**src/rtl/cache_ctrl_pkg.sv**
```systemverilog
// Shared sizes and FSM encoding for the cache request sequencer.
// Address split: tag [31:7], set index [6:3], byte offset [2:0].
package cache_ctrl_pkg;

    localparam int ADDR_W   = 32;
    localparam int INDEX_W  = 4;
    localparam int OFFSET_W = 3;
    localparam int NUM_SETS = 1 << INDEX_W;
    localparam int TAG_W    = ADDR_W - INDEX_W - OFFSET_W;
    localparam int DATA_W   = 64;

    typedef enum logic [2:0] {
        S_IDLE   = 3'd0,
        S_SEARCH = 3'd1,
        S_EVAL   = 3'd2,
        S_FETCH  = 3'd3,
        S_UPDATE = 3'd4,
        S_RESP   = 3'd5
    } state_t;

    function automatic logic [NUM_SETS-1:0] onehot(
        input logic [INDEX_W-1:0] idx
    );
        logic [NUM_SETS-1:0] v;
        v      = '0;
        v[idx] = 1'b1;
        return v;
    endfunction

endpackage

```
**src/rtl/cache_ctrl_if.sv**
```systemverilog
// CPU-side request/response handshake of the cache sequencer.
interface cache_ctrl_if;
    import cache_ctrl_pkg::*;

    logic              req_valid;
    logic [ADDR_W-1:0] req_addr;
    logic              req_ready;
    logic              resp_valid;
    logic              resp_hit;
    logic [DATA_W-1:0] resp_data;

    modport master (
        output req_valid, req_addr,
        input  req_ready, resp_valid, resp_hit, resp_data
    );

    modport slave (
        input  req_valid, req_addr,
        output req_ready, resp_valid, resp_hit, resp_data
    );

endinterface

```
**src/rtl/cache_ctrl_addr_decode.sv**
```systemverilog
// Combinational tag/index split of a byte address plus one-hot set select.
module cache_ctrl_addr_decode
    import cache_ctrl_pkg::*;
(
    input  logic [ADDR_W-1:0]   addr,
    output logic [TAG_W-1:0]    tag,
    output logic [INDEX_W-1:0]  index,
    output logic [NUM_SETS-1:0] sel
);

    // Offset selects a byte within the line; the sets never see it.
    logic [OFFSET_W-1:0] unused_offset;

    assign tag           = addr[ADDR_W-1 -: TAG_W];
    assign index         = addr[OFFSET_W +: INDEX_W];
    assign unused_offset = addr[OFFSET_W-1:0];
    assign sel           = onehot(index);

endmodule

```
**src/rtl/cache_ctrl.sv**
```systemverilog
// Request sequencer between the CPU and the FIFO-replacement set array.
// Optional CACHE_CTRL_STATS_EN adds saturating hit/miss counters.
module cache_ctrl
    import cache_ctrl_pkg::*;
(
    input  logic                       clk,
    input  logic                       rst_n,
    cache_ctrl_if.slave                cpu,
    output logic                       set_state,
    output logic [NUM_SETS-1:0]        set_enable,
    output logic [TAG_W-1:0]           set_tag,
    output logic [DATA_W-1:0]          set_write_data,
    output logic                       set_mem_write,
    input  logic [NUM_SETS-1:0]        set_hit,
    input  logic [NUM_SETS*DATA_W-1:0] set_read_data,
    output logic                       mem_req,
    output logic [ADDR_W-1:0]          mem_addr,
    input  logic                       mem_ack,
    input  logic [DATA_W-1:0]          mem_data
`ifdef CACHE_CTRL_STATS_EN
    ,
    output logic [31:0]                stat_hits,
    output logic [31:0]                stat_misses
`endif
);

    state_t              state;
    logic [ADDR_W-1:0]   addr_q;
    logic [DATA_W-1:0]   fill_q;
    logic                hit_q;
    logic                ready_q;
    logic                resp_q;
    logic                en_q;
    logic [INDEX_W-1:0]  index;
    logic [NUM_SETS-1:0] sel;
    logic [DATA_W-1:0]   sel_data;

    // Everything the sets see comes from the latched address.
    cache_ctrl_addr_decode u_decode (
        .addr  (addr_q),
        .tag   (set_tag),
        .index (index),
        .sel   (sel)
    );

    assign sel_data       = set_read_data[index * DATA_W +: DATA_W];
    assign set_enable     = en_q ? sel : '0;
    assign set_write_data = fill_q;
    assign mem_addr       = {addr_q[ADDR_W-1:OFFSET_W], {OFFSET_W{1'b0}}};

    assign cpu.req_ready  = ready_q;
    assign cpu.resp_valid = resp_q;
    assign cpu.resp_hit   = hit_q;
    assign cpu.resp_data  = fill_q;

    always_ff @(posedge clk or negedge rst_n) begin
        if (!rst_n) begin
            state         <= S_IDLE;
            addr_q        <= '0;
            fill_q        <= '0;
            hit_q         <= 1'b0;
            ready_q       <= 1'b1;
            resp_q        <= 1'b0;
            en_q          <= 1'b0;
            set_state     <= 1'b0;
            set_mem_write <= 1'b0;
            mem_req       <= 1'b0;
        end else begin
            unique case (state)
                S_IDLE: begin
                    if (cpu.req_valid) begin
                        addr_q  <= cpu.req_addr;
                        ready_q <= 1'b0;
                        en_q    <= 1'b1;
                        state   <= S_SEARCH;
                    end
                end
                S_SEARCH: begin
                    en_q  <= 1'b0;
                    state <= S_EVAL;
                end
                S_EVAL: begin
                    hit_q <= set_hit[index];
                    if (set_hit[index]) begin
                        fill_q    <= sel_data;
                        set_state <= 1'b1;
                        en_q      <= 1'b1;
                        state     <= S_UPDATE;
                    end else begin
                        mem_req <= 1'b1;
                        state   <= S_FETCH;
                    end
                end
                S_FETCH: begin
                    if (mem_ack) begin
                        fill_q        <= mem_data;
                        mem_req       <= 1'b0;
                        set_state     <= 1'b1;
                        set_mem_write <= 1'b1;
                        en_q          <= 1'b1;
                        state         <= S_UPDATE;
                    end
                end
                S_UPDATE: begin
                    set_state     <= 1'b0;
                    set_mem_write <= 1'b0;
                    en_q          <= 1'b0;
                    resp_q        <= 1'b1;
                    state         <= S_RESP;
                end
                S_RESP: begin
                    resp_q  <= 1'b0;
                    ready_q <= 1'b1;
                    state   <= S_IDLE;
                end
                default: state <= S_IDLE;
            endcase
        end
    end

`ifdef CACHE_CTRL_STATS_EN
    always_ff @(posedge clk or negedge rst_n) begin
        if (!rst_n) begin
            stat_hits   <= '0;
            stat_misses <= '0;
        end else if (state == S_RESP) begin
            if (hit_q && stat_hits != 32'hFFFF_FFFF)
                stat_hits <= stat_hits + 32'd1;
            if (!hit_q && stat_misses != 32'hFFFF_FFFF)
                stat_misses <= stat_misses + 32'd1;
        end
    end
`endif

endmodule

```
**src/flat_wrapper.sv**
```systemverilog
// flat-port wrapper written by rule: the top's interface ports become plain ports
module cache_ctrl_flat import cache_ctrl_pkg::*;
  (clk, rst_n, set_state, set_enable, set_tag, set_write_data, set_mem_write, set_hit, set_read_data, mem_req, mem_addr, mem_ack, mem_data, cpu_req_valid, cpu_req_addr, cpu_req_ready, cpu_resp_valid, cpu_resp_hit, cpu_resp_data);
  cache_ctrl_if cpu_i ();
  input  logic clk;
  input  logic rst_n;
  output logic set_state;
  output logic [NUM_SETS-1:0] set_enable;
  output logic [TAG_W-1:0] set_tag;
  output logic [DATA_W-1:0] set_write_data;
  output logic set_mem_write;
  input  logic [NUM_SETS-1:0] set_hit;
  input  logic [NUM_SETS*DATA_W-1:0] set_read_data;
  output logic mem_req;
  output logic [ADDR_W-1:0] mem_addr;
  input  logic mem_ack;
  input  logic [DATA_W-1:0] mem_data;
  input wire logic [$bits(cpu_i.req_valid)-1:0] cpu_req_valid;
  input wire logic [$bits(cpu_i.req_addr)-1:0] cpu_req_addr;
  output wire logic [$bits(cpu_i.req_ready)-1:0] cpu_req_ready;
  output wire logic [$bits(cpu_i.resp_valid)-1:0] cpu_resp_valid;
  output wire logic [$bits(cpu_i.resp_hit)-1:0] cpu_resp_hit;
  output wire logic [$bits(cpu_i.resp_data)-1:0] cpu_resp_data;
  assign cpu_i.req_valid = cpu_req_valid;
  assign cpu_i.req_addr = cpu_req_addr;
  assign cpu_req_ready = cpu_i.req_ready;
  assign cpu_resp_valid = cpu_i.resp_valid;
  assign cpu_resp_hit = cpu_i.resp_hit;
  assign cpu_resp_data = cpu_i.resp_data;
  cache_ctrl u_core (.clk(clk), .rst_n(rst_n), .cpu(cpu_i), .set_state(set_state), .set_enable(set_enable), .set_tag(set_tag), .set_write_data(set_write_data), .set_mem_write(set_mem_write), .set_hit(set_hit), .set_read_data(set_read_data), .mem_req(mem_req), .mem_addr(mem_addr), .mem_ack(mem_ack), .mem_data(mem_data));
endmodule
```
**config.mk**
```make
export PLATFORM = sky130hd
export DESIGN_NAME = cache_ctrl_flat
export DESIGN_NICKNAME = d
export VERILOG_FILES = /design/src/rtl/cache_ctrl_pkg.sv /design/src/rtl/cache_ctrl_if.sv /design/src/rtl/cache_ctrl_addr_decode.sv /design/src/rtl/cache_ctrl.sv /design/src/flat_wrapper.sv
export SDC_FILE = /design/constraint.sdc
export NUM_CORES = 1
export LEC_CHECK = 0
export CAP_MARGIN = 10
export CORE_AREA = 2 2 524 526
export CTS_BUF_LIST = sky130_fd_sc_hd__clkbuf_8 sky130_fd_sc_hd__clkbuf_16
export CTS_CLUSTER_SIZE = 8
export DETAILED_ROUTE_END_ITERATION = 10
export DIE_AREA = 0 0 526 528
export PLACE_DENSITY = 0.31
export SLEW_MARGIN = 20
export SYNTH_ARGS = -nofsm -noshare
export SYNTH_HDL_FRONTEND = slang
export SYNTH_SLANG_ARGS = --single-unit
```
**constraint.sdc**
```tcl
create_clock -name clk -period 3.2 [get_ports clk]
set_input_delay 0.64 -clock clk [delete_from_list [all_inputs] [get_ports clk]]
set_output_delay 0.64 -clock clk [all_outputs]
set_load 0.02 [all_outputs]
```
==> Implementation_results.wiki, run 1 <==
{| class="wikitable"
! Metric !! Value
|-
| Post-Route Skew || between 30 and 40 ps
|-
| Setup crit start kind || register
|-
| Crit-path leading delay family || simple AND/OR/NAND/NOR gates
|-
| Reg-to-reg startpoint || u_core.addr_q[3]
|-
| Mapped Avg Cell Area || 11.16 um^2
|-
| Number of antenna violations at the first check in global routing || 192
|-
| Number of distinct library cells after synthesis || 36
|-
| Leftover overflow at the end of global routing || 0
|-
| GP Congestion || 0.8598
|-
| Hold WC Path Type || in2async
|-
| Arrival @ worst endpoint || 2410 ps
|-
| Synthesized instance count || 1,204
|-
| Post-synthesis compound-gate area fraction || 0.1467
|-
| Synth Area in XOR/XNOR || 0
|-
| CTS Root Cell || sky130_fd_sc_hd__clkbuf_16
|-
| Initial standard-cell utilization of the core || 0.04933
|-
| Max Root-Sink Buffers || 2
|-
| Number of search-and-repair iterations in the first detailed-routing pass || 5
|-
| Transition time at the pin with the least slew margin || 829.0 ps
|-
| Layout area overhead || 139.3%
|-
| Post-DR vias/cell || 2.887
|-
| Global-route wire length before repair || ~240,000 um
|-
| Crit. End Element || primary output
|-
| Top cells by area in the synthesized netlist || sky130_fd_sc_hd__mux2i_1 24%, sky130_fd_sc_hd__mux4_2 22%, sky130_fd_sc_hd__dfrtp_1 19%
|-
| Starting DRC count in detailed routing || 976
|-
| Share of final-layout standard cells stronger than drive strength 1 || 0.1679
|-
| RSZ-0062 raised after global routing || no
|-
| Number of instances resized during post-cts repair || 3
|-
| Count of unresolved DRC violations after routing || 0
|-
| Number of maximum-capacitance constraint violations || 0
|-
| CTS tree || yes
|-
| Die Ht || 528 um
|-
| Total routing usage reported by global routing || 0.1399
|-
| Die Width || 526 um
|-
| Routed Wire Length || 202,600 um
|-
| Nets || 3,631
|-
| Register clock-pin slew on the reported worst setup and hold paths || between 100 and 150 ps
|-
| Power density normalized to cell area || 817.8 nW/um^2
|-
| Total of flip-flops plus latches after synthesis || 103
|-
| Synth async-reset ratio || 1.000
|-
| Total number of yosys warnings || 0
|-
| Series of cell instances along the critical path || or3b_2, nor3_1, clkdlybuf4s50_1
|-
| Commonest cells in the synthesized netlist || 323 x sky130_fd_sc_hd__mux2i_1, 130 x sky130_fd_sc_hd__mux4_2, 129 x sky130_fd_sc_hd__a22oi_1, 102 x sky130_fd_sc_hd__dfrtp_1, 94 x sky130_fd_sc_hd__buf_4
|-
| Post-synthesis simple-gate area fraction || 0.02020
|-
| Buffering stage count on the worst path with inverters included || 1
|-
| Share of synthesized area spent on multiplexers || 0.5486
|-
| Portion of the clock cycle consumed by the worst path in the final layout || 0.9545
|-
| Postcts setup bufs || 0
|-
| Number of clock sinks seen by CTS || 103
|-
| Mapped cell area || 13,440 um^2
|-
| Number of enable-type register cells in the synthesized netlist || 0
|-
| FF-to-FF path depth || 6
|-
| Dominant cell type by area after synthesis || sky130_fd_sc_hd__mux2i_1
|-
| Top-level port count || about 1,300
|-
| HPWL Detailed || between 150,000 and 200,000 um
|-
| Maximum fanout along the worst path || 10
|-
| Peak VDD IR || 0.4129 mV
|-
| Hold slack || 116.5 ps
|-
| Most used flip-flop cell after synthesis || sky130_fd_sc_hd__dfrtp_1
|-
| Fraction of the core area covered by cells at the end of the flow || 0.1180
|-
| P_leak || approximately 11 nW
|-
| Number of nets with antenna violations after routing || 0
|-
| Destination of the worst register-to-register timing path || u_core.cpu.resp_data[46]
|-
| Fraction of synthesized cell area taken by the top area cell type || 0.2406
|-
| CTS buffer count || 9
|-
| Number of port buffers || 1,340
|-
| Number of buffers added to fix hold violations after cts || 0
|-
| Site row count || 192
|-
| Largest net degree at the start of global routing || 65
|-
| Setup violations, final || 0
|-
| Mean routed wirelength per cell || 33.00 um
|-
| Most instantiated library cell after synthesis || sky130_fd_sc_hd__mux2i_1
|-
| Core Footprint || around 270,000 um^2
|-
| Result of the run || complete, no violations
|-
| Dominant combinational cell family by area after synthesis || multiplexers
|-
| Number of H-tree levels || 3
|-
| Startpoint-to-endpoint class of the critical path || reg2out
|-
| Count of pins over their slew limit || 0
|-
| Adder and majority cell fraction of the synthesized area || 0
|-
| Cell type of the slowest stage on the worst timing path || sky130_fd_sc_hd__clkdlybuf4s50_1
|-
| Vias in the first global route || 18,814
|-
| Area enclosed by the die boundary || 277,700 um^2
|-
| Share of synthesized area occupied by flip-flops and latches || 0.1919
|-
| Minimum clock period || 3054 ps
|-
| Register-to-Register Setup Slack || 180 ps
|-
| Worst-Skew Late Latency || 470 ps
|-
| Max incr delay on CP || 640 ps
|-
| Fmax || 327.4 MHz
|-
| Final hold viol count || 0
|-
| Vias post-DR || roughly 18,000
|-
| Relative slew slack || 0.4473
|-
| Required time worst endpoint || between 2000 and 3000 ps
|}
[final cells by class]
type                    instances  area, um^2
flip-flops and latches        103        2591
fillers                     31112      240300
multi-input cells             880        9686
repair buffers               1496       14930
diodes                         53       132.6
inverters                       1       3.754
clock buffers                   9       225.2
clock inverters                 7       98.84
well taps                    3589        4491
[power by group]
part           switching [W]  internal (W)  total, W
logic                 0.0119       0.00971    0.0217
registers            0.00115       0.00200   0.00314
clock network       0.000916      0.000586   0.00150
[cells in the final DEF, fill, tap and decap left out, types with 4 or more instances in the layout]
master	n
sky130_fd_sc_hd__mux4_2	130
sky130_fd_sc_hd__clkdlybuf4s50_1	1335
sky130_fd_sc_hd__mux2_4	38
sky130_fd_sc_hd__buf_12	28
sky130_fd_sc_hd__a32oi_1	64
sky130_fd_sc_hd__nand2_1	10
sky130_fd_sc_hd__nor2_1	17
sky130_fd_sc_hd__dfrtp_1	98
sky130_fd_sc_hd__mux2i_1	322
sky130_fd_sc_hd__clkbuf_16	9
sky130_fd_sc_hd__nor3_1	4
sky130_fd_sc_hd__o21ai_0	70
sky130_fd_sc_hd__buf_4	131
sky130_fd_sc_hd__a22oi_1	129
sky130_fd_sc_hd__mux2_2	57
sky130_fd_sc_hd__diode_2	53
[kinds of logic (layout without fill, tap and decap cells)]
group                  Yosys count  count (layout)
AOI/OAI and AO/OA              274             274
buffers and inverters          223            1513
DFF                            103             103
muxes                          548             548
other                            1              56
and+or+nand+nor                 55              55
[through the flow]
| step | TNS, ps | setup slack, ps | cells | instance area, um^2 | power [W] |
|---|---|---|---|---|---|
| after floorplan | 0 | 470.3 | 1206 | 13450 | 0.01351 |
| after global placement | -11020 | -297.2 | 6069 | 31690 | 0.02571 |
| after detailed placement | -10190 | -279.8 | 6069 | 31700 | 0.02571 |
| after CTS | 0 | 10.21 | 6085 | 32020 | 0.02745 |
| after global routing | 0 | 14.26 | 6103 | 32070 | 0.02800 |
| final | 0 | 145.6 | 6138 | 32160 | 0.02630 |
[worst register-to-register path, delay by kind of cell (launching register included)]
family | cells | cell delay (ps)
AO/OA/AOI/OAI | 1 | 370
buffers and inverters | 1 | 190
flip-flops | 1 | 710
multiplexers | 2 | 1260
AND/OR/NAND/NOR | 2 | 360
[worst max path at each step]
stage	depth (start not counted)	from	to
2_1_floorplan	6	u_core.addr_q[4]	set_enable[11]
3_3_place_gp	7	set_hit[0]	u_core.cpu.resp_data[11]
3_5_place_dp	7	set_hit[0]	u_core.cpu.resp_data[44]
4_1_cts	3	u_core.addr_q[3]	set_enable[9]
5_1_grt	3	u_core.addr_q[3]	set_enable[9]
6_report	3	u_core.addr_q[5]	set_enable[0]
[sequential cells by signal (all words and copies together) (netlist names)]
signal,count
u_core.addr_q,29
u_core.cpu.req_ready,1
u_core.cpu.resp_data,64
u_core.cpu.resp_hit,1
u_core.cpu.resp_valid,1
u_core.en_q,1
u_core.mem_req,1
u_core.set_mem_write,1
u_core.set_state,1
u_core.state,3
[layer usage]
metal | up-vias | GRT usage | wire (um)
met3 | 331 | 0.07368 | 24060
met4 | 128 | 0.03289 | 4685
met1 | 8617 | 0.1484 | 74460
met2 | 1200 | 0.2428 | 98500
li1 | 7446 | - | -
met5 | - | 0 | 872
(Power assumes the default switching activity.)
==> run 2, diff against run 1 <==
--- a/config.mk
+++ b/config.mk
@@ -5,13 +5,14 @@
 export SDC_FILE = /design/constraint.sdc
 export NUM_CORES = 1
 export LEC_CHECK = 0
+export ABC_CLOCK_PERIOD_IN_PS = 3200
 export CAP_MARGIN = 10
 export CORE_AREA = 2 2 524 526
 export CTS_BUF_LIST = sky130_fd_sc_hd__clkbuf_8 sky130_fd_sc_hd__clkbuf_16
 export CTS_CLUSTER_SIZE = 8
 export DETAILED_ROUTE_END_ITERATION = 10
 export DIE_AREA = 0 0 526 528
-export PLACE_DENSITY = 0.31
+export PLACE_DENSITY = 0.3
 export SLEW_MARGIN = 20
 export SYNTH_ARGS = -nofsm -noshare
 export SYNTH_HDL_FRONTEND = slang
==> run 2 against run 1 <==
  * Global-route usage grew 0.18 points
  * Power rose by 0.25%
  * Die area unchanged
  * Cell area decreased by 0.16%
  * Setup slack got worse by 87 ps
  * Largest power group unchanged
==> Implementation_results.wiki, run 2 (same netlist as run 1, synthesis figures left out) <==
{| class="wikitable"
! Metric !! Value
|-
| Count of pins over their slew limit || 0
|-
| Area enclosed by the die boundary || 277,700 um^2
|-
| Clock power frac || 0.057
|-
| GP Congestion || 0.8690
|-
| Worst-Skew Late Latency || ~480 ps
|-
| Core Footprint || 272,400 um^2
|-
| Number of clock sinks seen by CTS || between 100 and 150
|-
| Arrival @ worst endpoint || 3500 ps
|-
| Post-Route Skew || 34.30 ps
|-
| Transition time at the pin with the least slew margin || 1091 ps
|-
| Total routing usage reported by global routing || 0.1418
|-
| Max FFs per register || 64
|-
| Max incr delay on CP || 470 ps
|-
| Vias in the first global route || 18,519
|-
| FF-to-FF path depth || 7
|-
| Peak VDD IR || 0.4086 mV
|-
| Starting DRC count in detailed routing || 938
|-
| Result of the run || complete, no violations
|-
| Series of cell instances along the critical path || clkdlybuf4s50_1, mux4_2, o22a_1, buf_12, a2111oi_4, nor3_2, buf_12, mux2_4
|-
| Mean routed wirelength per cell || around 33 um
|-
| CTS tree || yes
|-
| Reg power frac || 0.114
|-
| Total chip power || approximately 0.026 W
|-
| Internal power component || 0.01227 W
|-
| Net switching power of the design || 0.01409 W
|-
| Setup crit start kind || primary input
|-
| Number of search-and-repair iterations in the first detailed-routing pass || 7
|-
| Startpoint-to-endpoint class of the critical path || in2reg
|-
| Leftover overflow at the end of global routing || 0
|-
| Combinational share of power || 0.828
|-
| P_leak || around 11 nW
|-
| Vias post-DR || roughly 18,000
|-
| Hold WC Path Type || in2async
|-
| Number of buffers added to fix hold violations after cts || 0
|-
| Die Ht || 528 um
|-
| Worst-case setup slack after placement || -354.4 ps
|-
| Cell type of the slowest stage on the worst timing path || sky130_fd_sc_hd__mux4_2
|-
| Count of unresolved DRC violations after routing || 0
|-
| Maximum fanout along the worst path || 36
|-
| Site row count || 192
|-
| Power density normalized to cell area || 821.2 nW/um^2
|-
| Most common cell after layout, fill and taps aside || sky130_fd_sc_hd__clkdlybuf4s50_1
|-
| HPWL Detailed || 183,600 um
|-
| Max Root-Sink Buffers || 2
|-
| Top-level port count || approximately 1,300
|-
| Final critical-path setup slack || ~59 ps
|-
| Share of final-layout standard cells stronger than drive strength 1 || 0.1655
|-
| Nets || 3,625
|-
| Cell occurring most often along the worst timing path || sky130_fd_sc_hd__buf_12
|-
| Register-to-Register Setup Slack || 140 ps
|-
| Number of nets with antenna violations after routing || 0
|-
| CTS buffer count || 9
|-
| Routed Wire Length || 205,000 um
|-
| Crit-path leading delay family || multiplexers
|-
| Buffering stage count on the worst path with inverters included || 3
|-
| Number of maximum-capacitance constraint violations || 0
|-
| Layout area overhead || 138.9%
|-
| Instance count on the critical path || 8
|-
| Destination of the worst register-to-register timing path || u_core.cpu.resp_data[42]
|-
| Crit. End Element || register
|-
| RSZ-0062 raised after global routing || no
|-
| Post-DP Area || 31,590 um^2
|-
| Post-DR vias/cell || slightly below 3
|-
| Final hold viol count || 0
|-
| Switching Share || 0.5344
|-
| Number of antenna violations at the first check in global routing || 227
|-
| Cell area after layout || around 32,000 um^2
|-
| Fmax || 318.4 MHz
|-
| Die Width || 526 um
|-
| Initial standard-cell utilization of the core || 0.04933
|-
| Total Neg Setup Slack || 0 ps
|-
| Commonest cells after routing, fill and taps aside || 1,337 x sky130_fd_sc_hd__clkdlybuf4s50_1, 321 x sky130_fd_sc_hd__mux2i_1, 130 x sky130_fd_sc_hd__mux4_2
|-
| Number of port buffers || 1,340
|-
| CTS Root Cell || sky130_fd_sc_hd__clkbuf_16
|-
| Largest net degree at the start of global routing || 49
|-
| Global-route wire length before repair || 244,800 um
|-
| Portion of the clock cycle consumed by the worst path in the final layout || 0.9816
|-
| Register clock-pin slew on the reported worst setup and hold paths || 110 ps
|-
| Setup violations, final || 0
|-
| Reg-to-reg startpoint || u_core.addr_q[4]
|-
| Number of H-tree levels || 3
|-
| Relative slew slack || 0.2728
|-
| Required time worst endpoint || ~3600 ps
|-
| Minimum clock period || 3141 ps
|}
[run 2: changes by cell type in the layout (fill, tap and decap cells not counted), sizes merged]
cell,before,now
buf,159,152
clkdlybuf4s50,1335,1337
clkinv,2,1
dlygate4sd2,1,0
inv,6,7
[run 2: timing repair]
| item | 4_1_cts | 5_1_grt |
|---|---|---|
| endpoints found under the hold margin | 0 | 0 |
| endpoints found under the setup margin | 17 | 0 |
| gates resized for setup | 3 | 0 |
| setup buffers | 8 | 0 |
[run 2: cell type report]
type / instances / area (um^2)
clock inverters: 7 / 86.33
inverters: 1 / 3.754
fillers: 31147 / 240300
flip-flops and latches: 103 / 2591
diodes: 53 / 132.6
repair buffers: 1490 / 14890
multi-input cells: 880 / 9687
well taps: 3589 / 4491
clock buffers: 9 / 225.2
[run 2: worst max path at each step]
stage | slack [ps] | to | startpoint
after global routing | 20 | u_core.cpu.resp_data[10] | u_core.addr_q[4]
after detailed placement | -350 | u_core.cpu.resp_data[47] | set_hit[6]
after floorplan | 470 | set_enable[11] | u_core.addr_q[4]
after CTS | 6 | u_core.cpu.resp_data[10] | u_core.addr_q[4]
after global placement | -360 | u_core.cpu.resp_data[46] | set_hit[4]
final | 60 | u_core.cpu.resp_data[42] | set_hit[6]
[run 2: metrics by stage]
| stage | util | hold WS (ps) | std cells |
|---|---|---|---|
| finish | 0.1178 | 82.71 | 6132 |
| global route | 0.1175 | 73.48 | 6092 |
| CTS | 0.1174 | 50.69 | 6079 |
| detailed placement | 0.1160 | 498.4 | 6055 |
| global placement | 0.1160 | 497.4 | 6055 |
| floorplan | - | 344.4 | 1206 |
[run 2: power groups by stage]
stage	Combinational [W]	Clock (W)	Sequential (W)
floorplan	0.0103	0	0.00324
global placement	0.0225	0	0.00321
detailed placement	0.0224	0	0.00321
CTS	0.0227	0.00168	0.00308
global route	0.0232	0.00166	0.00313
finish	0.0218	0.00151	0.00302
[run 2: metal layers]
layer  GRT usage  share of wire  wire length, um  up-vias
met4     0.02651          0.021             4262      122
li1            -              -                -     7440
met1      0.1575           0.38            78830     8653
met2      0.2436           0.48            97930     1244
met3     0.07004           0.11            23220      352
met5           0         0.0039              799        -
[run 2: worst reg2reg max path: cells and delay by family (launching register included)]
family                 cells  cell delay [ps]
muxes                      2             1120
AOI/OAI and AO/OA          2              760
DFF                        1              490
buffers and inverters      2              410
and+or+nand+nor            1              150
==> run 3, diff against run 2 <==
--- a/config.mk
+++ b/config.mk
@@ -7,11 +7,11 @@
 export LEC_CHECK = 0
 export ABC_CLOCK_PERIOD_IN_PS = 3200
 export CAP_MARGIN = 10
-export CORE_AREA = 2 2 524 526
+export CORE_AREA = 5 5 527 529
 export CTS_BUF_LIST = sky130_fd_sc_hd__clkbuf_8 sky130_fd_sc_hd__clkbuf_16
-export CTS_CLUSTER_SIZE = 8
+export CTS_CLUSTER_SIZE = 14
 export DETAILED_ROUTE_END_ITERATION = 10
-export DIE_AREA = 0 0 526 528
+export DIE_AREA = 0 0 532 534
 export PLACE_DENSITY = 0.3
 export SLEW_MARGIN = 20
 export SYNTH_ARGS = -nofsm -noshare
==> run 3 against run 2 <==
  * Setup slack gained 75 ps
  * First-iteration DRC count grew 20%
  * Cell count shrank 0.70%
  * Sequential share of layout area is essentially flat
  * Critical path depth shrank 5
  * Clock power grew 3%
  * Register-to-register slack gained 100 ps
  * Sequential cell count is the same
  * Sequential power grew 6%
  * Critical path type is now reg2out
  * Critical endpoint is now set_enable[2]
  * Highest routed layer unchanged
==> Implementation_results.wiki, run 3 (same netlist as run 1, synthesis figures left out) <==
{| class="wikitable"
! Metric !! Value
|-
| Result of the run || complete, no violations
|-
| Max Root-Sink Buffers || 2
|-
| Share of final-layout standard cells stronger than drive strength 1 || 0.1594
|-
| Maximum fanout along the worst path || 8
|-
| Cell area after layout || 31,930 um^2
|-
| Arrival @ worst endpoint || 2430 ps
|-
| Minimum clock period || 3066 ps
|-
| Mean routed wirelength per cell || about 35 um
|-
| Final critical-path setup slack || 133.6 ps
|-
| Worst-Skew Late Latency || 490 ps
|-
| Required time worst endpoint || about 2600 ps
|-
| CTS Root Cell || sky130_fd_sc_hd__clkbuf_16
|-
| Hold WC Path Type || in2async
|-
| Total routing usage reported by global routing || 0.1452
|-
| Global-route wire length before repair || roughly 260,000 um
|-
| Number of H-tree levels || 3
|-
| Top-level port count || 1,347
|-
| Startpoint-to-endpoint class of the critical path || reg2out
|-
| Number of port buffers || 1,340
|-
| Register clock-pin slew on the reported worst setup and hold paths || 130 ps
|-
| Number of clock sinks seen by CTS || 103
|-
| Register-to-Register Setup Slack || 240 ps
|-
| Peak VDD IR || ~0.42 mV
|-
| Fraction of the core area covered by cells at the end of the flow || 0.1172
|-
| Count of unresolved DRC violations after routing || 0
|-
| Hold slack || 107.0 ps
|-
| Portion of the clock cycle consumed by the worst path in the final layout || 0.9583
|-
| Site row count || 192
|-
| Count of pins over their slew limit || 0
|-
| Worst-case setup slack after placement || -346.3 ps
|-
| Fmax || 326.1 MHz
|-
| Die Ht || 534 um
|-
| Routed Wire Length || 214,900 um
|-
| Die Width || 532 um
|-
| Destination of the worst register-to-register timing path || u_core.cpu.resp_data[10]
|-
| CTS tree || yes
|-
| P_leak || around 11 nW
|-
| Final hold viol count || 0
|-
| Number of buffers added to fix hold violations after cts || 0
|-
| Initial standard-cell utilization of the core || 0.04933
|-
| Reg-to-reg startpoint || u_core.addr_q[3]
|-
| Power density normalized to cell area || about 820 nW/um^2
|-
| Area occupied by registers || 2591 um^2
|-
| Most common cell after layout, fill and taps aside || sky130_fd_sc_hd__clkdlybuf4s50_1
|-
| FILL cells || 31,084
|-
| Starting DRC count in detailed routing || 1,121
|-
| Number of antenna violations at the first check in global routing || 209
|-
| Post-DR vias/cell || 2.896
|-
| HPWL Detailed || 192,100 um
|-
| Relative slew slack || 0.4408
|-
| Crit. End Element || primary output
|-
| Max FFs per register || 64
|-
| Post-Route Skew || 34.06 ps
|-
| Transition time at the pin with the least slew margin || 838.7 ps
|-
| Core Footprint || 272,400 um^2
|-
| Critical path startpoint || u_core.addr_q[5]
|-
| FF-to-FF path depth || 7
|-
| Commonest cells after routing, fill and taps aside || 1,332 x sky130_fd_sc_hd__clkdlybuf4s50_1, 322 x sky130_fd_sc_hd__mux2i_1, 130 x sky130_fd_sc_hd__mux4_2
|-
| Number of nets with antenna violations after routing || 0
|-
| Leftover overflow at the end of global routing || 0
|-
| Area enclosed by the die boundary || 284,100 um^2
|-
| RSZ-0062 raised after global routing || no
|-
| CTS buffer count || 9
|-
| Post-DP Area || 31,460 um^2
|-
| Setup violations, final || 0
|-
| Number of maximum-capacitance constraint violations || 0
|-
| Vias post-DR || 17,632
|-
| Setup crit start kind || register
|-
| Layout area overhead || 137.6%
|-
| Largest net degree at the start of global routing || 56
|-
| Multi-input combinational cell area || 9686 um^2
|-
| Termination of the worst setup path || set_enable[2]
|-
| GP Congestion || 0.9013
|-
| Vias in the first global route || 18,914
|-
| Nets || 3,606
|-
| Number of search-and-repair iterations in the first detailed-routing pass || 7
|}
run 3: changes by cell type in the layout (fill, tap and decap cells not counted), sizes merged:
cell           change
clkinv             +1
clkdlybuf4s50      -5
diode             -24
dlygate4sd2        +2
dlymetal6s2s       +2
buf               -18
inv                -1
run 3: metal layers:
layer,vias to the layer above,wire length (um),track usage
li1,7349,-,-
met1,8601,86510,0.1711
met2,1248,102200,0.2516
met4,112,3728,0.01781
met5,-,742,0
met3,322,21690,0.06130
run 3: timing repair:
item,in CTS,in global routing
setup endpoints to repair,13,2
resized for setup,8,2
hold endpoints to repair,0,0
setup buffers,6,0
gates cloned,0,0
run 3: worst min path at each step:
stage / startpoint / endpoint / slack [ps] / cells after the start
final: rst_n / u_core.cpu.resp_data[0] / 110 / 1
after global routing: rst_n / u_core.cpu.resp_data[0] / 100 / 1
after CTS: rst_n / u_core.cpu.resp_data[0] / 70 / 1
after detailed placement: u_core.set_state / u_core.set_state / 470 / 1
after global placement: u_core.set_state / u_core.set_state / 480 / 1
after floorplan: rst_n / u_core.addr_q[10] / 340 / 0
run 3: power breakdown:
group | internal (W) | total [W] | switching (W)
clock | 0.000583 | 0.00155 | 0.000969
combinational | 0.00953 | 0.0215 | 0.0119
sequential | 0.00199 | 0.00320 | 0.00121
run 3: worst max-delay path, stage by stage (launching register included):
cell and delay (ps):
sky130_fd_sc_hd__dfrtp_2 540, sky130_fd_sc_hd__or3b_2 620, sky130_fd_sc_hd__nor2_1 130, sky130_fd_sc_hd__clkdlybuf4s50_1 630
run 3: area by class of cell:
class / instances / share of cell area
inverters: 1 / 0.0001176
clock inverters: 7 / 0.003018
flip-flops and latches: 103 / 0.08116
multi-input cells: 880 / 0.3034
clock buffers: 9 / 0.007054
repair buffers: 1471 / 0.4623
diodes: 29 / 0.002273
well taps: 3589 / 0.1407
run 3: stage by stage:
stage          total power (W)  setup TNS [ps]  std cells
6_report               0.02621               0       6089
5_1_grt                0.02790               0       6066
4_1_cts                0.02744               0       6060
3_5_place_dp           0.02556          -19160       6038
3_3_place_gp           0.02564          -19280       6038
2_1_floorplan          0.01351               0       1206
